File: config.mk
export PLATFORM = sky130hd
export DESIGN_NAME = keypad_emulator
export DESIGN_NICKNAME = d
export VERILOG_FILES = /design/src/rtl/keypad_pkg.sv /design/src/rtl/keypad_lfsr.sv /design/src/rtl/keypad_emulator.sv
export SDC_FILE = /design/constraint.sdc
export NUM_CORES = 1
export LEC_CHECK = 0
export CELL_PAD_IN_SITES_DETAIL_PLACEMENT = 0
export CELL_PAD_IN_SITES_GLOBAL_PLACEMENT = 1
export CORE_MARGIN = 1
export CORE_UTILIZATION = 42
export DETAILED_ROUTE_END_ITERATION = 8
export PLACE_DENSITY_LB_ADDON = 0.1
export SYNTH_ARGS = -nofsm -noshare
export SYNTH_HDL_FRONTEND = slang
export SYNTH_SLANG_ARGS = --single-unit
File: constraint.sdc
create_clock -name clk_100MHz -period 2.4 [get_ports clk_100MHz]
set_input_delay 0.48 -clock clk_100MHz [delete_from_list [all_inputs] [get_ports clk_100MHz]]
set_output_delay 0.48 -clock clk_100MHz [all_outputs]
set_load 0.03 [all_outputs]
File: src/rtl/keypad_pkg.sv
// keypad_pkg: keypad layout lookups, emulator FSM states and bounce LFSR constants
package keypad_pkg;
  typedef enum logic [1:0] {IDLE, PRESS, RELEASE, GAP} state_t;
  typedef struct packed {
    logic [1:0] r;
    logic [1:0] c;
  } rc_t;
  localparam logic [7:0] LFSR_SEED = 8'hA5;
  localparam logic [7:0] LFSR_TAPS = 8'hB8;
  localparam logic [3:0] LAYOUT [4][4] = '{
    '{4'h1, 4'h2, 4'h3, 4'hA},
    '{4'h4, 4'h5, 4'h6, 4'hB},
    '{4'h7, 4'h8, 4'h9, 4'hC},
    '{4'h0, 4'hF, 4'hE, 4'hD}
  };
  function automatic logic [3:0] rc_to_key(input rc_t rc);
    return LAYOUT[rc.r][rc.c];
  endfunction
  function automatic rc_t key_to_rc(input logic [3:0] k);
    rc_t rc;
    rc = '0;
    for (int r = 0; r < 4; r++)
      for (int c = 0; c < 4; c++)
        if (LAYOUT[r][c] == k) rc = '{r: 2'(r), c: 2'(c)};
    return rc;
  endfunction
endpackage

File: src/rtl/keypad_lfsr.sv
// keypad_lfsr: 8-bit Fibonacci LFSR (taps 8,6,5,4) for contact bounce; built only with KEYPAD_EMU_BOUNCE_EN
`ifdef KEYPAD_EMU_BOUNCE_EN
module keypad_lfsr
  import keypad_pkg::*;
(
  input  logic i_clk,
  input  logic i_rst,
  output logic o_bit
);
  logic [7:0] r_q;
  always_ff @(posedge i_clk) r_q <= i_rst ? LFSR_SEED : {r_q[6:0], ^(r_q & LFSR_TAPS)};
  assign o_bit = r_q[0];
endmodule
`endif

File: src/rtl/keypad_emulator.sv
// keypad_emulator: 4x4 keypad responder pressing a handshaken key for a timed hold; define KEYPAD_EMU_BOUNCE_EN for contact bounce
module keypad_emulator
  import keypad_pkg::*;
#(
  parameter int HOLD_CYCLES   = 2_000_000,
  parameter int GAP_CYCLES    = 1_000_000,
  parameter int BOUNCE_CYCLES = 50_000
) (
  input  logic       clk_100MHz,
  input  logic       reset,
  input  logic [3:0] col,
  input  logic [3:0] key_code,
  input  logic       press_valid,
  output logic       press_ready,
  output logic [3:0] row,
  output logic       busy,
  output logic       done
);
  localparam int HOLD = HOLD_CYCLES < 1 ? 1 : HOLD_CYCLES;
  localparam int GAPN = GAP_CYCLES < 1 ? 1 : GAP_CYCLES;
  localparam int BNC  = BOUNCE_CYCLES < 1 ? 1 : BOUNCE_CYCLES;
  localparam int MAXP = HOLD > GAPN ? (HOLD > BNC ? HOLD : BNC) : (GAPN > BNC ? GAPN : BNC);
  localparam int CW   = $clog2(MAXP) + 1;
  state_t r_state, w_next;
  logic [CW-1:0] r_cnt, w_load;
  rc_t r_key;
  logic r_contact, w_contact, r_done, w_fire, w_last, w_rel_end, w_press_c, w_rel_c;
  logic [3:0] r_row, w_row;
  assign w_fire = press_valid && press_ready;
  assign w_last = r_cnt == CW'(1);
`ifdef KEYPAD_EMU_BOUNCE_EN
  localparam logic [CW-1:0] REL_LOAD = CW'(BNC);
  logic w_lfsr;
  keypad_lfsr u_lfsr (.i_clk(clk_100MHz), .i_rst(reset), .o_bit(w_lfsr));
  // cnt counts down from HOLD, so the first BNC cycles of PRESS satisfy cnt + BNC > HOLD
  assign w_press_c = int'(r_cnt) + BNC > HOLD ? w_lfsr : 1'b1;
  assign w_rel_c   = w_lfsr;
  assign w_rel_end = w_last;
`else
  localparam logic [CW-1:0] REL_LOAD = CW'(1);
  assign w_press_c = 1'b1;
  assign w_rel_c   = 1'b0;
  assign w_rel_end = 1'b1;
`endif
  always_ff @(posedge clk_100MHz)
    if (reset) r_state <= IDLE;
    else r_state <= w_next;
  always_comb begin
    w_next = r_state;
    case (r_state)
      IDLE:    if (w_fire) w_next = PRESS;
      PRESS:   if (w_last) w_next = RELEASE;
      RELEASE: if (w_rel_end) w_next = GAP;
      default: if (w_last) w_next = IDLE;
    endcase
  end
  always_comb begin
    press_ready = r_state == IDLE && !reset;
    busy = r_state != IDLE;
    w_contact = r_state == PRESS ? w_press_c : (r_state == RELEASE && w_rel_c);
    w_load = w_next == PRESS ? CW'(HOLD) : w_next == GAP ? CW'(GAPN) : REL_LOAD;
    w_row = 4'hF;
    if (r_contact && !col[~r_key.c]) w_row[~r_key.r] = 1'b0;
  end
  always_ff @(posedge clk_100MHz) begin
    if (reset) begin
      r_cnt <= '0;
      r_key <= '0;
      r_contact <= 1'b0;
      r_row <= 4'hF;
      r_done <= 1'b0;
    end else begin
      r_cnt <= w_next != r_state ? w_load : r_state == IDLE ? r_cnt : r_cnt - CW'(1);
      if (w_fire) r_key <= key_to_rc(key_code);
      r_contact <= w_contact;
      r_row <= w_row;
      r_done <= r_state == GAP && w_last;
    end
  end
  assign row  = r_row;
  assign done = r_done;
endmodule

# ---- Word-level counts from Yosys, hierarchy flattened
# Index checks and enable logic that the tools add are counted.
dict set report word_totals {
  output_inout_bits 7
  inputBits 11
  elab_cells 76
  regBits 34
}
dict set report op_classes {
  reduce_logical 11
  n_mux 28
  addsub 1
  eq_ne 22
  order_cmp 3
  bitwise_logic 4
}
# op count
set op_table {}
lappend op_table {{$mux 4} 14}
lappend op_table {{$mux 22} 2}
lappend op_table {{$eq 4x4->1 const A} 8}
lappend op_table {{$eq 22x1->1 const B} 1}
lappend op_table {{$sub 22x1->22 const B} 1}
lappend op_table {{$mux 21} 1}
lappend op_table {{$mux 20} 1}
lappend op_table {{$eq 3x4->1 const A} 4}
lappend op_table {{$eq 2x4->1 const A} 2}
lappend op_table {{$eq 2x2->1 const B} 3}
lappend op_table {{$lt 2x3->1 const B} 2}
lappend op_table {{$mux 2} 3}
lappend op_table {{$pmux 2 s3} 1}
lappend op_table {{$logic_and 1x1->1} 5}
lappend op_table {{$eq 2x1->1 const B} 2}
lappend op_table {{$logic_not 4->1} 1}
lappend op_table {{$mux 1} 4}
lappend op_table {{$not 2->2} 2}
lappend op_table {{$not 4->4} 1}
lappend op_table {{$bmux 1 s2} 1}
lappend op_table {{$demux 1 s2} 1}
lappend op_table {{$ge 2x1->1 const B} 1}
lappend op_table {{$logic_not 1->1} 2}
lappend op_table {{$logic_not 2->1} 1}
lappend op_table {{5 further kinds} 5}

# ---- Logic depth before layout (Yosys ltp)
dict set report depth {
  depth_word 16
  mapped_depth 8
}

# ---- Least setup slack after synthesis
# No wires, ideal clock.
dict set report synth_timing {
  kind {flip-flop to flip-flop}
  from {register r_cnt[10]}
  to {register r_cnt[5]}
  t_required_ns 2.268
  path_buffers 2
  setup_ns 0.132
  arrival_time_ns 1.855
  stages_incl_launch_ff 8
  slack_ns 0.413
  path_cell_list {dfxtp_1 clkbuf_1 or4_4 nor4_4 a21boi_0 clkbuf_1 a21bo_2 a21oi_1}
}
dict set report synth_between {
  elab_chain_cells 6
  word_cells_on_any_way 9
}
# element line_no
set synth_lines {}
lappend synth_lines {{start: declaration} keypad_emulator.sv:25} ;# logic [CW-1:0] r_cnt, w_load;
lappend synth_lines {{start signal: assignment} keypad_emulator.sv:73} ;# r_cnt <= w_next != r_state ? w_load : r_state == IDLE ? r_cnt : r_cnt - CW'(1);
lappend synth_lines {{$eq 22x1->1 *} keypad_emulator.sv:30} ;# assign w_last = r_cnt == CW'(1);
lappend synth_lines {{$mux 2 (on tied branches)} {keypad_emulator.sv:54, keypad_emulator.sv:52}}
lappend synth_lines {{$pmux 2 s3 *} keypad_emulator.sv:50} ;# case (r_state)
lappend synth_lines {{$eq 2x1->1} keypad_emulator.sv:61} ;# w_load = w_next == PRESS ? CW'(HOLD) : w_next == GAP ? CW'(GAPN) : REL_LOAD;
lappend synth_lines {{$mux 21} keypad_emulator.sv:61}
lappend synth_lines {{$mux 22} keypad_emulator.sv:73}
# Mark *: on every way between the ends. The rest lies on a longest branch, timed or not.
# A chain may end at the register's enable or synchronous reset.

# ---- Worst setup path in the final report
dict set report layout_timing {
  from {register r_cnt[2]}
  to {register r_cnt[8]}
}
dict set report layout_between {
  elab_chain_cells 6
  word_cells_on_any_way 11
}
# element line_no
set layout_lines {}
lappend layout_lines {{$eq 22x1->1} keypad_emulator.sv:30}
lappend layout_lines {{$mux 2 (on tied branches)} {keypad_emulator.sv:54, keypad_emulator.sv:52}}
lappend layout_lines {{$pmux 2 s3} keypad_emulator.sv:50}
lappend layout_lines {{$eq 2x1->1} keypad_emulator.sv:61}
lappend layout_lines {{$mux 21} keypad_emulator.sv:61}
lappend layout_lines {{$mux 22} keypad_emulator.sv:73}
# Parallel ways exist; a longest one is shown, timed or not. The select of a mux whose other input is x is not followed.

==> results.yml <==
sta:
  rsz0062_at_grt: "false"
  setup_viol: 0
  worst_pin_slew_ns: 0.584
  skew_ns: 0.00859
  period_share_pct: 89.6
  fin_crit_ns: 2.15
  tns_ns: 0
  max_freq_ghz: 0.465
  hold_violations: 0
  slew_headroom_pct: 61.0
  maxSlewViolCount: 0
  hold_slack_ns: 0.434
clocking:
  post_cts_buffers: 0
  cts-root-buf: "clkbuf_8"
  ctsHtreeMaxLevel: 2
  clock_latency_ns: 0.29
  clkSinkCount: 34
  clock_path_buffers: 2
  cts_buffers: 5
  hold_buffers: 0
  cts_tree: "built"
  path_clk_slew_ns: 0.08
  post_cts_resize_count: 0
power:
  clockPowerShare_pct: 36.5
  power.internal_w: 0.00122
  finalPower_w: 0.00176
  pwr-share-seq_pct: 38.2
  p_sw_w: 0.000537
  p_leak_nw: 0.887
  p_sw_share_pct: 30.5
  p_comb_share_pct: 25.3
  vdd_ir_drop_max_uv: 611
  power_density_nw_per_um2: 774
final_layout:
  layout-drive-gt1-share_pct: 13.8
  area_growth_pct: 23.9
  finalNonFillerCells: 303
  register_area_um2: 681
  final_nets: 265
  num_antenna_cells: 0
  multi_input_area_um2: 1090
  fill_cells: 387
  fin_util_pct: 55.6
logic_synthesis:
  synthAdderAreaFrac_pct: 1.36
  yosys.area.top_type: "dfxtp_1"
  synthFlopType: "dfxtp_1"
  synth-simple-area-share_pct: 28.9
  synthMuxAreaShare_pct: 3.48
  synthArstFlopShare_pct: 0
  yosysMostFrequentCell: "dfxtp_1"
  synth_top_family_by_area: "simple AND/OR/NAND/NOR gates"
  synth.ff_latch_count: 34
  synthXorXnorAreaFrac_pct: 1.43
  synth_area_leaders: "dfxtp_1 (37%), a21oi_1 (6.3%), nand2_1 (5.1%)"
  yosys-top-cells-count: "dfxtp_1 (34), nand2_1 (25), a21oi_1 (23), o21ai_0 (18), nor2_1 (17)"
  ys_seq_area_share_pct: 37.1
  synth_compound_area_share_pct: 24.4
  synthesis.instances: 222
  synth_top_area_share_pct: 37.1
  synth_area_per_cell_um2: 8.26
  netlist_area_um2: 1830
  syn_nets: 235
  ys_types: 51
  yosysWarnings: 0
  synth_edf_count: 0
detailed_routing:
  drt_iter0_drc: 103
  num_vias: 1773
  vias_per_cell: 5.85
  post_drt_wl_per_cell_um: 15.6
  postRouteAntennaNets: 0
  drc: 0
  drtPass1Iterations: 4
  wl_um: 4730
placed_design:
  gp_congestion: 0.786
  place_inst: 295
  dpl.hpwl_um: 3500
  port_buffers: 17
global_routing:
  antenna_found_initial: 0
  grt_pass1_vias: 1596
  grt_pass1_wl_um: 7650
  overflow: 0
  grt_start_max_net_pins: 17
  track_usage_pct: 22.5
critical_path:
  cp-end-kind: "flip-flop"
  worstSetupPathType: "flip-flop to flip-flop"
  cpLargestDelayFamily: "simple AND/OR/NAND/NOR gates"
  cp_max_fo: 8
  cp_slowest_cell: "or4_4"
  path_buf_inv: 0
  cpPeakStageDelay_ns: 0.62
  cp.required_ns: 2.59
  cp_cell_sequence: "or4_4, nor4_4, a21oi_1, a21o_1, a22o_1"
  start_kind: "flip-flop"
  crit_arrival_ns: 2.33
die:
  dieArea_um2: 4640
  io_pins: 18
  dieHeight_um: 68.1
  die_x_um: 68.1
  rows: 23
  coreArea_um2: 4090
  start_util_pct: 44.9
min_path:
  min_path_type: "flip-flop to flip-flop"
run_status:
  status: "completed"
run:
  maxCapViolCount: 0
power groups by stage:
| stage | logic [W] | registers, W | clock network (W) |
|---|---|---|---|
| after floorplan | 0.000314 | 0.000667 | 0 |
| after global placement | 0.000434 | 0.000678 | 0 |
| after detailed placement | 0.000441 | 0.000683 | 0 |
| after CTS | 0.000447 | 0.000670 | 0.000654 |
| after global routing | 0.000488 | 0.000679 | 0.000674 |
| final | 0.000446 | 0.000672 | 0.000642 |
routing by layer:
layer,global-route usage [%],wire (µm)
met5,0,0
met4,3.91,19
met3,5.33,280
met2,36.6,2290
met1,30.3,2140
through the flow:
step                worst slack (ns)  area [µm²]
floorplan                      0.413        1830
global placement               0.335        2130
detailed placement             0.294        2130
CTS                            0.263        2270
global route                   0.141        2270
finish                         0.251        2270
cell usage in the layout, fill, tap and decap left out, types with 2 or more instances in the layout:
cell	count
nor4_1	6
o21ai_0	18
nand4_1	2
and2_1	2
nor4_4	3
or4_4	3
mux2i_1	3
nand2b_1	5
nor2_1	17
a22o_1	3
or3_1	3
clkbuf_8	5
o31a_1	2
nor3_1	4
and3_1	2
a211oi_1	4
dfxtp_1	34
o211a_1	3
xor2_1	2
o211ai_1	3
a31oi_1	2
bufinv_16	2
inv_1	8
nand2_1	25
nand3_1	9
buf_4	14
a21oi_1	23
clkdlybuf4s50_1	16
o31ai_1	2
and3_2	2
o41ai_1	2
ha_1	2
final cells by class:
class | instances | area share, %
multi-input combinational | 172 | 48.1
sequential | 34 | 30.0
timing repair buffer | 30 | 11.7
clock buffer | 5 | 3.03
clock inverter | 3 | 3.03
tap | 50 | 2.75
inverter | 9 | 1.49
registers in the layout, summed over array words and instances, names as in the netlist:
signal	cells
r_key	4
done	1
r_cnt	22
r_state	2
row	4
r_contact	1
logic make-up after synthesis:
family | Yosys count
XOR/XNOR | 3
flip-flops | 34
adder cells (fa/ha/maj) | 2
buffers and inverters | 16
AND/OR/NAND/NOR | 92
AO/OA/AOI/OAI | 70
multiplexers | 5
worst register-to-register path: cells and delay by family, from the launching register on:
family | cells | cell delay (ns)
compound gates | 3 | 0.64
flops | 1 | 0.39
simple gates | 2 | 1.00
path summary, 6_finish.rpt:
| path | start | endpoint | slack, ns | cells after the start |
|---|---|---|---|---|
| min | r_key[3] | row[1] | 0.43 | 1 |
| min reg2reg | r_key[3] | row[1] | 0.43 | 1 |
| max | r_cnt[2] | r_cnt[8] | 0.25 | 5 |
| max reg2reg | r_cnt[2] | r_cnt[8] | 0.25 | 5 |
(Power assumes the default switching activity.)
==> RTL edit 1, RTL diff (same flow settings) <==
Add a define of `KEYPAD_EMU_BOUNCE_EN`.
--- a/src/rtl/keypad_lfsr.sv
+++ b/src/rtl/keypad_lfsr.sv
@@ -1,3 +1,5 @@
 // keypad_lfsr: 8-bit Fibonacci LFSR (taps 8,6,5,4) for contact bounce; built only with KEYPAD_EMU_BOUNCE_EN
+`define KEYPAD_EMU_BOUNCE_EN
+
 `ifdef KEYPAD_EMU_BOUNCE_EN
 module keypad_lfsr
Formal check against the unedited RTL: not equivalent (Yosys sat finds a counterexample within 4 cycles, from zero or initial values and one cycle with reset high).
==> RTL edit 1 against the original RTL <==
Routed wire length increased by 8.0%. Sequential cell count increased by 8. Sequential share of layout area increased by 3.7 points. Cell area increased by 10%. Largest cell class unchanged. Global-route usage decreased by 1.2 points. Worst setup slack got worse by 0.053 ns. Critical endpoint is now r_cnt[3]$_SDFFE_PP0P_. Synthesized area increased by 13%. Sequential power increased by 23%. Highest routed layer unchanged. Power increased by 1.7%.
==> RTL edit 1: results (changes against the original RTL) <==
stage,metric,value,unit,change
setup_path,max incr delay on CP,0.42,ns,was 0.62 ns
clocking,"Reg clk slew, reported paths",0.09,ns,
clocking,Clock Path Buffers,2,,unchanged
clocking,number of cells upsized or downsized after cts,0,,unchanged
logic_synthesis,register area share after synthesis,40.51,%,was 37.11%
grt,vias in the first global route,1647,,was 1596
logic_synthesis,Post-synth top cells,"dfxtp_1 (42), nor2_1 (28), nand2_1 (18)",,"was dfxtp_1 (34), nand2_1 (25), a21oi_1 (23)"
hold_path,Hold Crit Class,reg -> reg,,unchanged
logic_synthesis,Post-Syn Nets,257,,was 235
power_and_ir_drop,Peak VDD IR,332.4,uV,was 610.6 uV
setup_path,Crit-path slowest cell,nor4b_1,,was or4_4
clocking,root buf cell,clkbuf_8,,unchanged
clocking,number of setup buffers added after CTS,0,,unchanged
clocking,TritonCTS Buffers,5,,unchanged
cells_and_area,layout net count,287,,was 265
setup_path,largest fanout on the critical path,6,,was 8
routing,initial DRC count,108,,was 103
status,status,finished clean,,unchanged
placement,IO Port Bufs,17,,unchanged
setup_path,CP Data Arrival Time,2.38,ns,was 2.33 ns
placement,Final GP Congestion,0.8855,,was 0.7859
placement,DP HPWL,3722,um,was 3499 um
routing,drt first pass iters,4,,unchanged
cells_and_area,Largest regs,"r_cnt (22), u_lfsr.r_q (8)",,
power_and_ir_drop,P_leak,0.9646,nW,was 0.8869 nW
placement,dpl cells,334,,was 295
clocking,CTS H-tree depth,2,,unchanged
logic_synthesis,"FFs w/ async S/R, synth",0,%,unchanged
grt,largest net degree at the start of global routing,24,,was 17
logic_synthesis,ys flop type,dfxtp_1,,unchanged
grt,gr usage total,21.27,%,was 22.50%
grt,initial antenna violation count,0,,unchanged
logic_synthesis,Area contributors post-synth,"dfxtp_1 (41%), nor2_1 (5.1%), a21oi_1 (3.4%)",,"was dfxtp_1 (37%), a21oi_1 (6.3%), nand2_1 (5.1%)"
routing,vias per cell,5.342,,was 5.851
routing,overall routed net length,5108,um,was 4730 um
grt,Overflow after GRT,0,,unchanged
setup_path,"CP delay by family, top",simple AND/OR/NAND/NOR gates,,unchanged
logic_synthesis,Yosys cell types,55,,was 51
cells_and_area,share of cells above drive strength 1,15.64,%,was 13.83%
logic_synthesis,yosys warns,0,,unchanged
cells_and_area,Layout Cells excl Fill,342,,was 303
sta,Final Skew,0.01628,ns,was 0.008585 ns
logic_synthesis,Post-Synthesis Cells,244,,was 222
clocking,Worst-Skew Late Latency,0.31,ns,was 0.29 ns
sta,worst rel slew slack,63.63,%,was 61.04%
grt,first-pass GRT wire length,8390,um,was 7652 um
cells_and_area,antenna cells,0,,unchanged
==> RTL edit 1: cell types whose count changed after synthesis, sizes merged, moves of 5 or more <==
cell / before / now
nor2: 17 / 28
dfxtp: 34 / 42
xnor2: 1 / 6
nor2b: 1 / 6
a21oi: 23 / 14
o21ai: 18 / 13
nand4: 2 / 9
nand2: 25 / 18
==> RTL edit 1: logic make-up (layout without fill, tap and decap cells) <==
group / after synthesis / count (layout) / synth area share [%]
multiplexers: 3 / 3 / 2.049
flip-flops: 42 / 42 / 40.51
AO/OA/AOI/OAI: 60 / 60 / 19.29
buffers and inverters: 19 / 50 / 3.496
XOR/XNOR: 12 / 12 / 5.063
AND/OR/NAND/NOR: 106 / 106 / 28.39
adder cells (fa/ha/maj): 2 / 2 / 1.205
==> RTL edit 1: per-stage QoR <==
step	utilization, %	worst slack, ns	cell area (um^2)
after floorplan	-	0.3269	2076
after global placement	50.66	0.1467	2409
after detailed placement	50.66	0.1350	2409
after CTS	52.55	0.2643	2499
after global routing	52.55	0.05124	2499
final	52.55	0.1978	2499
==> RTL edit 1: worst paths after layout <==
kind | from | to | slack [ns] | cells after the start
worst max-delay path | r_cnt[1]$_SDFFE_PP0P_ | r_cnt[3]$_SDFFE_PP0P_ | 0.20 | 8
worst min-delay path | u_lfsr.r_q[6]$_SDFF_PP0_ | u_lfsr.r_q[7]$_SDFF_PP1_ | 0.42 | 1
worst max register to register | r_cnt[1]$_SDFFE_PP0P_ | r_cnt[3]$_SDFFE_PP0P_ | 0.20 | 8
worst min register to register | u_lfsr.r_q[6]$_SDFF_PP0_ | u_lfsr.r_q[7]$_SDFF_PP1_ | 0.42 | 1
==> RTL edit 1: report_power, final <==
part,total [mW],switching [mW],internal [mW]
clock,0.464,0.260,0.204
combinational,0.497,0.271,0.227
sequential,0.827,0.0686,0.759
total,1.79,0.599,1.19
==> RTL edit 1: metal layers <==
layer	global-route usage [%]	part of all wire [%]	vias to the layer above
met4	9.804	2.0	0
met5	0	0	-
met3	3.333	3.4	11
met1	31.80	51	836
li1	-	-	946
met2	29.70	43	34
==> RTL edit 1: cell type report <==
type / count / area [um^2]
fill: 506 / 2256
multi-input combinational: 183 / 1162
sequential: 42 / 840.8
timing repair buffer: 33 / 287.8
tap: 67 / 83.83
clock buffer: 5 / 68.82
inverter: 9 / 33.78
clock inverter: 3 / 21.27
==> RTL edit 2, RTL diff (same flow settings) <==
Without the edit above. Register the input `key_code` before use, with the module's reset. The logic sees it one clock later. The other inputs are not delayed to match.
--- a/src/rtl/keypad_emulator.sv
+++ b/src/rtl/keypad_emulator.sv
@@ -22,4 +22,15 @@
   localparam int MAXP = HOLD > GAPN ? (HOLD > BNC ? HOLD : BNC) : (GAPN > BNC ? GAPN : BNC);
   localparam int CW   = $clog2(MAXP) + 1;
+
+  logic [3:0] key_code_q;
+
+  always_ff @(posedge clk_100MHz) begin
+    if (reset) begin
+      key_code_q <= '0;
+    end else begin
+      key_code_q <= key_code;
+    end
+  end
+
   state_t r_state, w_next;
   logic [CW-1:0] r_cnt, w_load;
@@ -72,5 +83,5 @@
     end else begin
       r_cnt <= w_next != r_state ? w_load : r_state == IDLE ? r_cnt : r_cnt - CW'(1);
-      if (w_fire) r_key <= key_to_rc(key_code);
+      if (w_fire) r_key <= key_to_rc(key_code_q);
       r_contact <= w_contact;
       r_row <= w_row;
Behaviour: not the same (Yosys sat finds a counterexample within 4 cycles, from zero or initial values and one cycle with reset high).
==> RTL edit 2 against the original RTL <==
Worst setup slack better by 0.037 ns. Sequential share of layout area is 3.0 points higher. Worst hold slack better by 0.013 ns. Non-clock buffer count is 1 higher. Die area is 4.3% higher. First-iteration DRC count is 28% higher. Critical path depth stayed put. Sequential cell count is 4 higher. Synthesized area is 4.4% higher. Cell area is 1.6% higher. Routed wire length is 4.6% higher. Power is 9.3% higher. Critical endpoint is now r_cnt[21]$_SDFFE_PP0P_. Largest cell class unchanged.
==> RTL edit 2: results (changes against the original RTL) <==
stage,metric,value,unit,change
logic_synthesis,Post-Synthesis Cells,228,,was 222
cells_and_area,num sequential,38,,was 34
routing,met2 WL,2293,um,was 2285 um
routing,via count,1885,,was 1773
grt,met3 Resource Use GR,3.779,%,was 5.333%
cells_and_area,Layout Cells excl Fill,310,,was 303
cells_and_area,area of the multi-input gates,1064,um^2,was 1092 um^2
routing,Met1 Routed Length,2150,um,was 2143 um
logic_synthesis,Yosys cell types,53,,was 51
cells_and_area,Inverters,10,,was 9
setup_path,largest fanout on the critical path,9,,was 8
setup_path,Worst Setup EP,r_cnt[21]$_SDFFE_PP0P_,,was r_cnt[8]$_SDFFE_PP0P_
routing,per-cell routed wire length,15.96,um,was 15.61 um
grt,met2 GRT Util,35.38,%,was 36.64%
power_and_ir_drop,Peak VDD IR,371.5,uV,was 610.6 uV
sta,max frequency,0.4733,GHz,was 0.4652 GHz
status,status,finished clean,,unchanged
cells_and_area,buffering overhead,11.82,%,was 11.67%
setup_path,worst r2r src,r_cnt[6]$_SDFFE_PP0P_,,was r_cnt[2]$_SDFFE_PP0P_
cells_and_area,layout net count,270,,was 265
sta,worst rel slew slack,52.51,%,was 61.04%
setup_path,worst reg2reg setup slack,0.29,ns,was 0.25 ns
routing,Met3 Wirelength,327,um,was 280 um
power_and_ir_drop,P_leak,0.8789,nW,was 0.8869 nW
die,CORE AREA,4354,um^2,was 4086 um^2
cells_and_area,multi-input gates,171,,was 172
placement,Final GP Congestion,0.9149,,was 0.7859
setup_path,RR Endpoint,r_cnt[21]$_SDFFE_PP0P_,,was r_cnt[8]$_SDFFE_PP0P_
placement,DP HPWL,3699,um,was 3499 um
sta,hold slack final,0.4465,ns,was 0.4339 ns
cells_and_area,share of cells above drive strength 1,12.40,%,was 13.83%
placement,placed inst area,2200,um^2,was 2135 um^2
placement,dpl cells,302,,was 295
logic_synthesis,register area share after synthesis,39.71,%,was 37.11%
logic_synthesis,Post-synth top cells,"dfxtp_1 (38), nand2_1 (27), a21oi_1 (23)",,"was dfxtp_1 (34), nand2_1 (25), a21oi_1 (23)"
grt,vias in the first global route,1883,,was 1596
placement,Place WS,0.2973,ns,was 0.2940 ns
cells_and_area,fillcell total,398,,was 387
==> RTL edit 2: cell count changes after synthesis, sizes merged, moves of 4 or more <==
cell / change
dfxtp: +4
nand3: -4
nor2b: +4
a31oi: +4
==> RTL edit 2: critical path, stage by stage (launching register included) <==
cell and delay, ns:
dfxtp_1 0.40, or4_4 0.61, nor4_4 0.47, nand2_2 0.09
or3_1 0.33, o221ai_2 0.15
==> RTL edit 2: cell families after synthesis <==
| family | share of synthesized area (%) |
|---|---|
| buffers and inverters | 4.768 |
| adders and majority gates | 1.306 |
| DFF | 39.71 |
| and+or+nand+nor | 26.39 |
| muxes | 2.221 |
| xor gates and xnor gates | 1.829 |
| AOI/OAI and AO/OA | 23.78 |
==> RTL edit 2: power breakdown <==
part	switching (mW)	leakage, nW	internal [mW]	total [mW]
Clock	0.227	0.0579	0.306	0.533
Sequential	0.0887	0.313	0.700	0.788
Combinational	0.344	0.508	0.256	0.600
Total	0.660	0.879	1.26	1.92
